--- config.mk ---
export PLATFORM = sky130hd
export DESIGN_NAME = ex_operand_stage
export DESIGN_NICKNAME = d
export VERILOG_FILES = /design/src/rtl/ex_operand_stage.sv
export SDC_FILE = /design/constraint.sdc
export NUM_CORES = 1
export LEC_CHECK = 0
export CAP_MARGIN = 0
export CORE_MARGIN = 10
export CORE_UTILIZATION = 37
export CTS_CLUSTER_SIZE = 40
export DETAILED_ROUTE_END_ITERATION = 12
export PLACE_DENSITY = 0.84
export SLEW_MARGIN = 20
export SYNTH_ARGS = -nofsm -noshare
export SYNTH_HDL_FRONTEND = slang
export SYNTH_SLANG_ARGS = --single-unit
--- constraint.sdc ---
create_clock -name clk -period 1.6 [get_ports clk]
set_input_delay 0.32 -clock clk [delete_from_list [all_inputs] [get_ports clk]]
set_output_delay 0.32 -clock clk [all_outputs]
set_load 0.02 [all_outputs]
--- src/rtl/ex_operand_stage.sv ---
// ID/EX pipeline register with RAW operand forwarding from EX/MEM and MEM/WB, feeding the ALU.
// Define FWD_BYPASS_EN to enable the forward mux; without it, every hazard on an in-flight writer stalls instead.
module ex_operand_stage #(
    parameter int DATA_W = 16,
    parameter int REG_AW = 3
) (
    input  logic              clk,
    input  logic              rst,
    input  logic              stall,
    input  logic              flush,
    input  logic              id_valid,
    input  logic [3:0]        id_cmd,
    input  logic [DATA_W-1:0] id_rs_val,
    input  logic [DATA_W-1:0] id_rt_val,
    input  logic [DATA_W-1:0] id_imm,
    input  logic              id_use_imm,
    input  logic [REG_AW-1:0] id_rs,
    input  logic [REG_AW-1:0] id_rt,
    input  logic [REG_AW-1:0] id_rd,
    input  logic              id_reg_we,
    input  logic              id_mem_rd,
    input  logic              id_mem_wr,
    input  logic              exm_we,
    input  logic [REG_AW-1:0] exm_rd,
    input  logic [DATA_W-1:0] exm_res,
    input  logic              mwb_we,
    input  logic [REG_AW-1:0] mwb_rd,
    input  logic [DATA_W-1:0] mwb_data,
    output logic [DATA_W-1:0] alu_a,
    output logic [DATA_W-1:0] alu_b,
    output logic [3:0]        alu_cmd,
    output logic              ex_valid,
    output logic              ex_reg_we,
    output logic              ex_mem_rd,
    output logic              ex_mem_wr,
    output logic [REG_AW-1:0] ex_rd,
    output logic [DATA_W-1:0] ex_st_data,
    output logic              load_use_haz
);

    typedef struct packed {
        logic              valid;
        logic [3:0]        cmd;
        logic [DATA_W-1:0] rs_val;
        logic [DATA_W-1:0] rt_val;
        logic [DATA_W-1:0] imm;
        logic              use_imm;
        logic [REG_AW-1:0] rs;
        logic [REG_AW-1:0] rt;
        logic [REG_AW-1:0] rd;
        logic              reg_we;
        logic              mem_rd;
        logic              mem_wr;
    } idex_t;

    idex_t idex_d;
    idex_t idex_q;

    // NOTE: every field of idex_d gets a value on every path (hold by default), so no latch is inferred.
    always_comb begin
        idex_d = idex_q;
        if (flush) begin
            idex_d.valid  = 1'b0;
            idex_d.reg_we = 1'b0;
            idex_d.mem_rd = 1'b0;
            idex_d.mem_wr = 1'b0;
            idex_d.cmd    = 4'b0000;
        end else if (!stall) begin
            idex_d.valid   = id_valid;
            idex_d.cmd     = id_cmd;
            idex_d.rs_val  = id_rs_val;
            idex_d.rt_val  = id_rt_val;
            idex_d.imm     = id_imm;
            idex_d.use_imm = id_use_imm;
            idex_d.rs      = id_rs;
            idex_d.rt      = id_rt;
            idex_d.rd      = id_rd;
            idex_d.reg_we  = id_reg_we & id_valid;
            idex_d.mem_rd  = id_mem_rd & id_valid;
            idex_d.mem_wr  = id_mem_wr & id_valid;
        end
    end

    // NOTE: sequential state uses non-blocking assignments so all flops update from pre-edge values.
    always_ff @(posedge clk) begin
        if (rst) begin
            idex_q <= '0;
        end else begin
            idex_q <= idex_d;
        end
    end

    logic [DATA_W-1:0] rs_fwd;
    logic [DATA_W-1:0] rt_fwd;

`ifdef FWD_BYPASS_EN
    // EX/MEM is the younger result, so it wins over MEM/WB; r0 is never bypassed.
    function automatic logic [DATA_W-1:0] fwd(input logic [REG_AW-1:0] src,
                                              input logic [DATA_W-1:0] reg_val);
        if (exm_we && exm_rd == src && src != '0)
            return exm_res;
        else if (mwb_we && mwb_rd == src && src != '0)
            return mwb_data;
        else
            return reg_val;
    endfunction

    always_comb begin
        rs_fwd = fwd(idex_q.rs, idex_q.rs_val);
        rt_fwd = fwd(idex_q.rt, idex_q.rt_val);
    end
`else
    always_comb begin
        rs_fwd = idex_q.rs_val;
        rt_fwd = idex_q.rt_val;
    end
`endif

    always_comb begin
        alu_a      = rs_fwd;
        alu_b      = idex_q.use_imm ? idex_q.imm : rt_fwd;
        ex_st_data = rt_fwd;
        alu_cmd    = idex_q.cmd;
        ex_valid   = idex_q.valid;
        ex_reg_we  = idex_q.valid & idex_q.reg_we;
        ex_mem_rd  = idex_q.valid & idex_q.mem_rd;
        ex_mem_wr  = idex_q.valid & idex_q.mem_wr;
        ex_rd      = idex_q.rd;
    end

    // rt only matters when it feeds the ALU or supplies store data.
    logic id_rt_used;
    logic ex_load_match;
    assign id_rt_used    = !id_use_imm | id_mem_wr;
    assign ex_load_match = idex_q.valid & idex_q.mem_rd & (idex_q.rd != '0) & id_valid &
                           ((idex_q.rd == id_rs) | ((idex_q.rd == id_rt) & id_rt_used));

`ifdef FWD_BYPASS_EN
    assign load_use_haz = ex_load_match;
`else
    logic ex_wr_match;
    logic exm_wr_match;
    assign ex_wr_match  = idex_q.valid & idex_q.reg_we & (idex_q.rd != '0) & id_valid &
                          ((idex_q.rd == id_rs) | ((idex_q.rd == id_rt) & id_rt_used));
    assign exm_wr_match = exm_we & (exm_rd != '0) & id_valid &
                          ((exm_rd == id_rs) | ((exm_rd == id_rt) & id_rt_used));
    assign load_use_haz = ex_load_match | ex_wr_match | exm_wr_match;

    // Without the bypass these inputs have no consumer; they stay on the port list for a uniform interface.
    logic unused_fwd_inputs;
    assign unused_fwd_inputs = &{1'b0, exm_res, mwb_we, mwb_rd, mwb_data};
`endif

endmodule
==> results.yml, run 1 <==
global_route:
  globalRoute.totalOverflow: 0
  first_global_vias: 2542
  grt_antenna_before_repair: 0
  grt.met3_usage_pct: 4.650
  use_met2_pct: 24.96
  gr-max-usage-layer: "met2"
  grt_max_degree: 53
  grt_usage_pct: 13.92
  use_met1_pct: 14.83
  grt_pass1_wl_um: 12780
pwr:
  p_seq_share_pct: 45.9
  comb_power_share_pct: 20.7
  power_density_nw_per_um2: 799.4
  swShare_pct: 26.66
  p_leak_nw: 1.931
  peakVddDrop_uv: 471.6
  cellInternalPower_mw: 2.552
  clkPwrFrac_pct: 33.4
  total_power_mw: 3.480
  power_switching_mw: 0.9277
synthesis:
  ys_seq_elements: 60
  synth_top_area_share_pct: 43.92
  yosysSeqAreaShare_pct: 43.92
  synthFlopType: "dfxtp_1"
  synthTopCellsByArea: "dfxtp_1 44%, nand2_1 14%, buf_4 11%, a21oi_1 9.7%, mux2_2 6.6%"
  syn_nets: 446
  yosysWarnings: 0
  synth_edf_count: 0
  synth-xor-area-share_pct: 3.843
  synth_simple_gate_area_share_pct: 18.16
  ys_types: 23
  netlist_area_um2: 2735
  yosys-top-cells-count: "104 x nand2_1, 60 x dfxtp_1, 53 x a21oi_1"
  synth_top_family_by_area: "simple AND/OR/NAND/NOR gates"
  syn_avg_cell_area_um2: 8.140
  yosysMostFrequentCell: "nand2_1"
  synthMuxAreaShare_pct: 8.051
  synth_compound_area_share_pct: 11.80
  yosysTopAreaCell: "dfxtp_1"
  synth_fa_ha_area_share_pct: 0
  asyncSetResetFlopFracSynth_pct: 0
  syn_inst: 336
worst_hold_path:
  min_path_cells: 3
  hold_class: "in2reg"
  min_from: "rst"
  whs_endpoint: "alu_cmd[2]$_SDFFE_PP0N_"
clock_tree:
  cts_made_buffers: 9
  cts_tree: "built"
  clk_path_buf_depth: 2
  htreeDepth: 3
  cts_root_buf: "clkbuf_8"
  cts_sinks: 60
  clock_latency_ns: 0.32
  clkSlewWorstSetupHoldPaths_ns: 0.06
setup_path:
  r2r_setup_slack_ns: 0.62
  r2r_end: "idex_q[12]$_SDFFE_PP0P_"
  r2r-start: "idex_q[12]$_SDFFE_PP0P_"
  path_class: "in2out"
  critPathMaxFanout: 2
  crit_path_end_kind: "primary output"
  reg2regPathDepth: 5
  start_kind: "primary input"
  arrival_ns: 1.55
  worstPathRequired_ns: 1.28
cells_and_area:
  layout-drive-gt1-share_pct: 19.73
  area_growth_pct: 59.15
  fill_cells: 646
  diodes: 0
  layout.nets: 556
  instances_no_fill: 550
sta:
  rsz0062_at_grt: "true"
  hold_viol_final: 0
  min_period_ns: 1.866
  post-route-period-util_pct: 116.6
  fin_ws_ns: -0.2660
  drv_slew: 0
  skew_ns: 0
  finalSetupViolCount: 15
  worst_pin_slew_ns: 0.3011
  max_slew_margin_pct: 79.61
  max_freq_ghz: 0.5359
  setup_tns_ns: -0.8280
place:
  hpwlAfterDp_um: 6157
  gp_congestion: 0.8703
  port_buffers: 133
  place_inst: 529
routing:
  drt_pass1_iterations: 6
  postRouteAntennaNets: 0
  detail_route.iter0.violations: 75
  dr_total_vias: 2532
  route.detailed.drc: 0
  drt-wirelength-per-cell_um: 15.19
  via_per_inst: 4.604
  wirelength_um: 8352
floorplanning:
  core.rowCount: 31
  die_x_um: 106.0
  initial_core_util_pct: 37.91
  core_um2: 7214
  die_h_um: 106.0
  io_pins: 170
  dieArea_um2: 11230
status:
  outcome: "finished, violations left"
  violations: "negative setup slack"
job:
  drv_cap: 0
==> per-layer routing <==
layer  wire (µm)  part of all wire, %
met1        3469                   42
met2        4228                   51
met3         552                  6.6
met4         102                  1.2
met5           0                    0
==> timing repair <==
action | in CTS | in global routing
buffers inserted | 2 | 3
gates cloned | 1 | 0
resized for setup | 154 | 33
endpoints found under the setup margin | 56 | 22
pin swaps | 4 | 1
hold buffers | 0 | 0
==> worst max-delay path, stage by stage <==
cell             delay (ns)
clkdlybuf4s50_1        0.46
buf_4                  0.16
xnor2_1                0.11
a31oi_1                0.21
o32ai_2                0.11
buf_4                  0.17
==> placed cells by master (no fill, tap or decap), types with 2 or more instances in the layout <==
cell type,synthesis,routed
a21oi_1,53,53
a22oi_1,3,3
a31oi_1,2,2
and2_1,3,3
buf_12,0,6
buf_4,39,16
buf_6,0,20
clkbuf_8,0,10
clkdlybuf4s50_1,0,64
clkinv_2,0,4
dfxtp_1,60,57
dfxtp_2,0,2
dlygate4sd2_1,0,46
dlymetal6s2s_1,0,4
mux2_4,0,16
mux2i_1,4,4
nand2_1,104,104
nor2_1,8,8
or2_2,2,2
xnor2_1,6,6
xor2_1,6,3
xor2_2,0,3
==> layout make-up <==
type                            count  area [µm²]  area share [%]
Tap cell                           99       123.9           2.846
Sequential cell                    60        1207           27.74
Multi-Input combinational cell    216        1256           28.86
Timing Repair Buffer              159        1597           36.68
Clock buffer                       11       141.4           3.248
Clock inverter                      5       27.53          0.6324
==> flip-flops by register name, summed over array words and instances (netlist names) <==
name        cells
alu_a          16
alu_cmd         4
ex_rd           3
ex_st_data     16
ex_valid        1
idex_q         20
==> logic make-up after synthesis <==
| logic type | after synthesis |
|---|---|
| buf+inv | 60 |
| xor+xnor | 12 |
| mux | 20 |
| compound gates | 61 |
| simple gates | 123 |
| flops | 60 |
==> power groups by stage <==
stage                     Sequential [mW]  Clock (mW)  Combinational, mW
after floorplan                      1.62           0              0.354
final                                1.60        1.16              0.721
after global placement               1.63           0              0.698
after global routing                 1.61        1.27              0.774
after detailed placement             1.63           0              0.708
after CTS                            1.60        1.20              0.704
==> metrics by stage <==
| step | setup slack (ns) | utilization [%] | hold slack (ns) | cell area [µm²] |
|---|---|---|---|---|
| after floorplan | 0.009697 | - | 0.4329 | 2743 |
| after global placement | -0.9815 | 55.95 | 0.4391 | 4036 |
| after detailed placement | -0.9824 | 55.95 | 0.4453 | 4036 |
| after CTS | -0.2927 | 58.86 | 0.4102 | 4247 |
| after global routing | -0.3725 | 60.34 | 0.4363 | 4353 |
| final | -0.2660 | 60.34 | 0.4189 | 4353 |
==> worst max path at each step <==
stage / start / to / slack, ns / cells after the start
2_1_floorplan: ex_valid$_SDFFE_PP0N_ / load_use_haz / 0.01 / 3
3_3_place_gp: id_mem_wr / load_use_haz / -0.98 / 6
3_5_place_dp: id_mem_wr / load_use_haz / -0.98 / 6
4_1_cts: ex_rd[0]$_SDFFE_PP0P_ / load_use_haz / -0.29 / 5
5_1_grt: ex_rd[2]$_SDFFE_PP0P_ / load_use_haz / -0.37 / 5
6_report: id_rs[2] / load_use_haz / -0.27 / 6
Power figures use the tool's default switching activity.
==> run 2, diff against run 1 <==
--- a/config.mk
+++ b/config.mk
@@ -6,11 +6,11 @@
 export NUM_CORES = 1
 export LEC_CHECK = 0
 export CAP_MARGIN = 0
-export CORE_MARGIN = 10
 export CORE_UTILIZATION = 37
 export CTS_CLUSTER_SIZE = 40
 export DETAILED_ROUTE_END_ITERATION = 12
 export PLACE_DENSITY = 0.84
+export RECOVER_POWER = 100
 export SLEW_MARGIN = 20
 export SYNTH_ARGS = -nofsm -noshare
 export SYNTH_HDL_FRONTEND = slang
==> run 2 against run 1 <==
Core utilization fell by 0.086 points. Die area fell by 31%. Sequential power barely moved. Largest power group unchanged. Critical path type unchanged. The flow still finishes with violations (negative setup slack). Sequential share of layout area rose by 0.94 points. Cell count fell by 1.1%. Combinational power fell by 5.3%.
==> results.yml, run 2 (synthesized netlist as in run 1, its figures left out) <==
clock_tree:
  cts_sinks: 60
  clkSlewWorstSetupHoldPaths_ns: 0.07
  cts_tree: "built"
  cts_root_buf: "clkbuf_8"
  ctsHoldBuffers: 0
  cts_made_buffers: 9
  htreeDepth: 3
  clk_path_buf_depth: 2
  clock_latency_ns: 0.32
sta:
  finalSetupViolCount: 11
  setup_tns_ns: -1.111
  min_period_ns: 1.920
  hold_viol_final: 0
  worst_pin_slew_ns: 0.4694
  max_slew_margin_pct: 68.71
  rsz0062_at_grt: "true"
  drv_slew: 0
  max_freq_ghz: 0.5209
  holdWs_ns: 0.2524
  skew_ns: 0
  post-route-period-util_pct: 120.0
  fin_ws_ns: -0.3197
worst_hold_path:
  min_from: "rst"
  whs_endpoint: "alu_a[4]$_SDFFE_PP0P_"
  min_path_cells: 2
  hold_class: "in2reg"
setup_path:
  worstPathRequired_ns: 1.28
  path_cells: "clkdlybuf4s50_1, xor2_1, nor4_1, a31oi_1, o32ai_2, buf_4"
  critical_path.max_stage_delay_ns: 0.45
  critPathMaxFanout: 2
  r2r_end: "idex_q[12]$_SDFFE_PP0P_"
  critPathSlowestCell: "clkdlybuf4s50_1"
  worst-path-buf-inv: 2
  crit_path_end_kind: "primary output"
  cp_top_family: "buffers and inverters"
  r2r-start: "idex_q[12]$_SDFFE_PP0P_"
  path_class: "in2out"
  r2r_setup_slack_ns: 0.76
  start_kind: "primary input"
  reg2regPathDepth: 4
  arrival_ns: 1.60
place:
  placed_cell_area_um2: 4008
  dp_slack_ns: -1.038
  port_buffers: 133
  hpwlAfterDp_um: 5289
  gp_congestion: 0.7405
routing:
  drt_pass1_iterations: 4
  wirelength_um: 7610
  detail_route.iter0.violations: 86
  postRouteAntennaNets: 0
  route.detailed.drc: 0
  dr_total_vias: 2517
  via_per_inst: 4.627
  drt-wirelength-per-cell_um: 13.99
global_route:
  grt_antenna_before_repair: 0
  use_met1_pct: 22.06
  grt_max_degree: 34
  grt.met3_usage_pct: 5.090
  gr-max-usage-layer: "met2"
  grt_pass1_wl_um: 11410
  first_global_vias: 2506
  grt_usage_pct: 19.28
  use_met2_pct: 33.83
  globalRoute.totalOverflow: 0
pwr:
  p_leak_nw: 1.800
  power_density_nw_per_um2: 844.6
  p_seq_share_pct: 45.0
  power_switching_mw: 0.9379
  peakVddDrop_uv: 514.4
  swShare_pct: 26.40
  clkPwrFrac_pct: 35.8
  comb_power_share_pct: 19.2
  cellInternalPower_mw: 2.615
  total_power_mw: 3.553
cells_and_area:
  area_growth_pct: 53.80
  design_area_um2: 4207
  layout.nets: 553
  layout_common_cells: "104 x nand2_1, 66 x clkdlybuf4s50_1, 58 x dfxtp_1"
  diodes: 0
  largest_reg_flops: 20
  regMostFlops: "idex_q"
  layout-drive-gt1-share_pct: 17.19
  fill_cells: 649
  final_common_cell: "nand2_1"
floorplanning:
  core.rowCount: 30
  dieArea_um2: 7740
  die_x_um: 87.98
  core_um2: 6982
  io_pins: 170
  die_h_um: 87.98
  initial_core_util_pct: 39.18
job:
  drv_cap: 0
status:
  violations: "negative setup slack"
  outcome: "finished, violations left"
[run 2: metal layers]
| metal | routed length, µm | share of wire [%] |
|---|---|---|
| met1 | 3172 | 42 |
| met2 | 3816 | 50 |
| met3 | 475 | 6.2 |
| met4 | 146 | 1.9 |
| met5 | 0 | 0 |
[run 2: layout make-up]
| cell class | instances | area [µm²] | share of cell area, % |
|---|---|---|---|
| Clock buffer | 13 | 168.9 | 4.015 |
| Clock inverter | 3 | 20.02 | 0.4759 |
| Multi-Input combinational cell | 216 | 1227 | 29.18 |
| Sequential cell | 60 | 1206 | 28.67 |
| Tap cell | 96 | 120.1 | 2.855 |
| Timing Repair Buffer | 156 | 1464 | 34.80 |
[run 2: metrics by stage]
step / util (%) / std cells
after floorplan: - / 336
after global placement: 57.40 / 526
after detailed placement: 57.40 / 526
after CTS: 60.16 / 544
after global routing: 60.25 / 544
final: 60.25 / 544
[run 2: worst max path at each step]
| stage | slack, ns | start | cells past startpoint | endpoint |
|---|---|---|---|---|
| 3_3_place_gp | -0.96 | id_mem_wr | 6 | load_use_haz |
| 6_report | -0.32 | exm_rd[1] | 6 | load_use_haz |
| 4_1_cts | -0.34 | ex_rd[2]$_SDFFE_PP0P_ | 5 | load_use_haz |
| 5_1_grt | -0.42 | ex_rd[2]$_SDFFE_PP0P_ | 5 | load_use_haz |
| 2_1_floorplan | 0.01 | ex_valid$_SDFFE_PP0N_ | 3 | load_use_haz |
| 3_5_place_dp | -1.04 | id_mem_wr | 6 | load_use_haz |
[run 2: power groups by stage]
| stage | clock [mW] | sequential, mW | combinational, mW |
|---|---|---|---|
| 2_1_floorplan | 0 | 1.62 | 0.354 |
| 3_3_place_gp | 0 | 1.63 | 0.682 |
| 3_5_place_dp | 0 | 1.63 | 0.695 |
| 4_1_cts | 1.31 | 1.60 | 0.684 |
| 5_1_grt | 1.39 | 1.60 | 0.734 |
| 6_report | 1.27 | 1.60 | 0.683 |
[run 2: repair_timing]
item                                    CTS  global route
endpoints found under the hold margin     0             0
setup buffers                             1             1
pin swaps                                 2             1
gates resized for setup                 143            33
endpoints found under the setup margin   56            22
cloned                                    1             0
==> run 3, diff against run 2 <==
--- a/config.mk
+++ b/config.mk
@@ -5,7 +5,6 @@
 export SDC_FILE = /design/constraint.sdc
 export NUM_CORES = 1
 export LEC_CHECK = 0
-export CAP_MARGIN = 0
 export CORE_UTILIZATION = 37
 export CTS_CLUSTER_SIZE = 40
 export DETAILED_ROUTE_END_ITERATION = 12
==> results of run 3 <==
No change in the layout: final DEF, timing and power equal those of run 2.
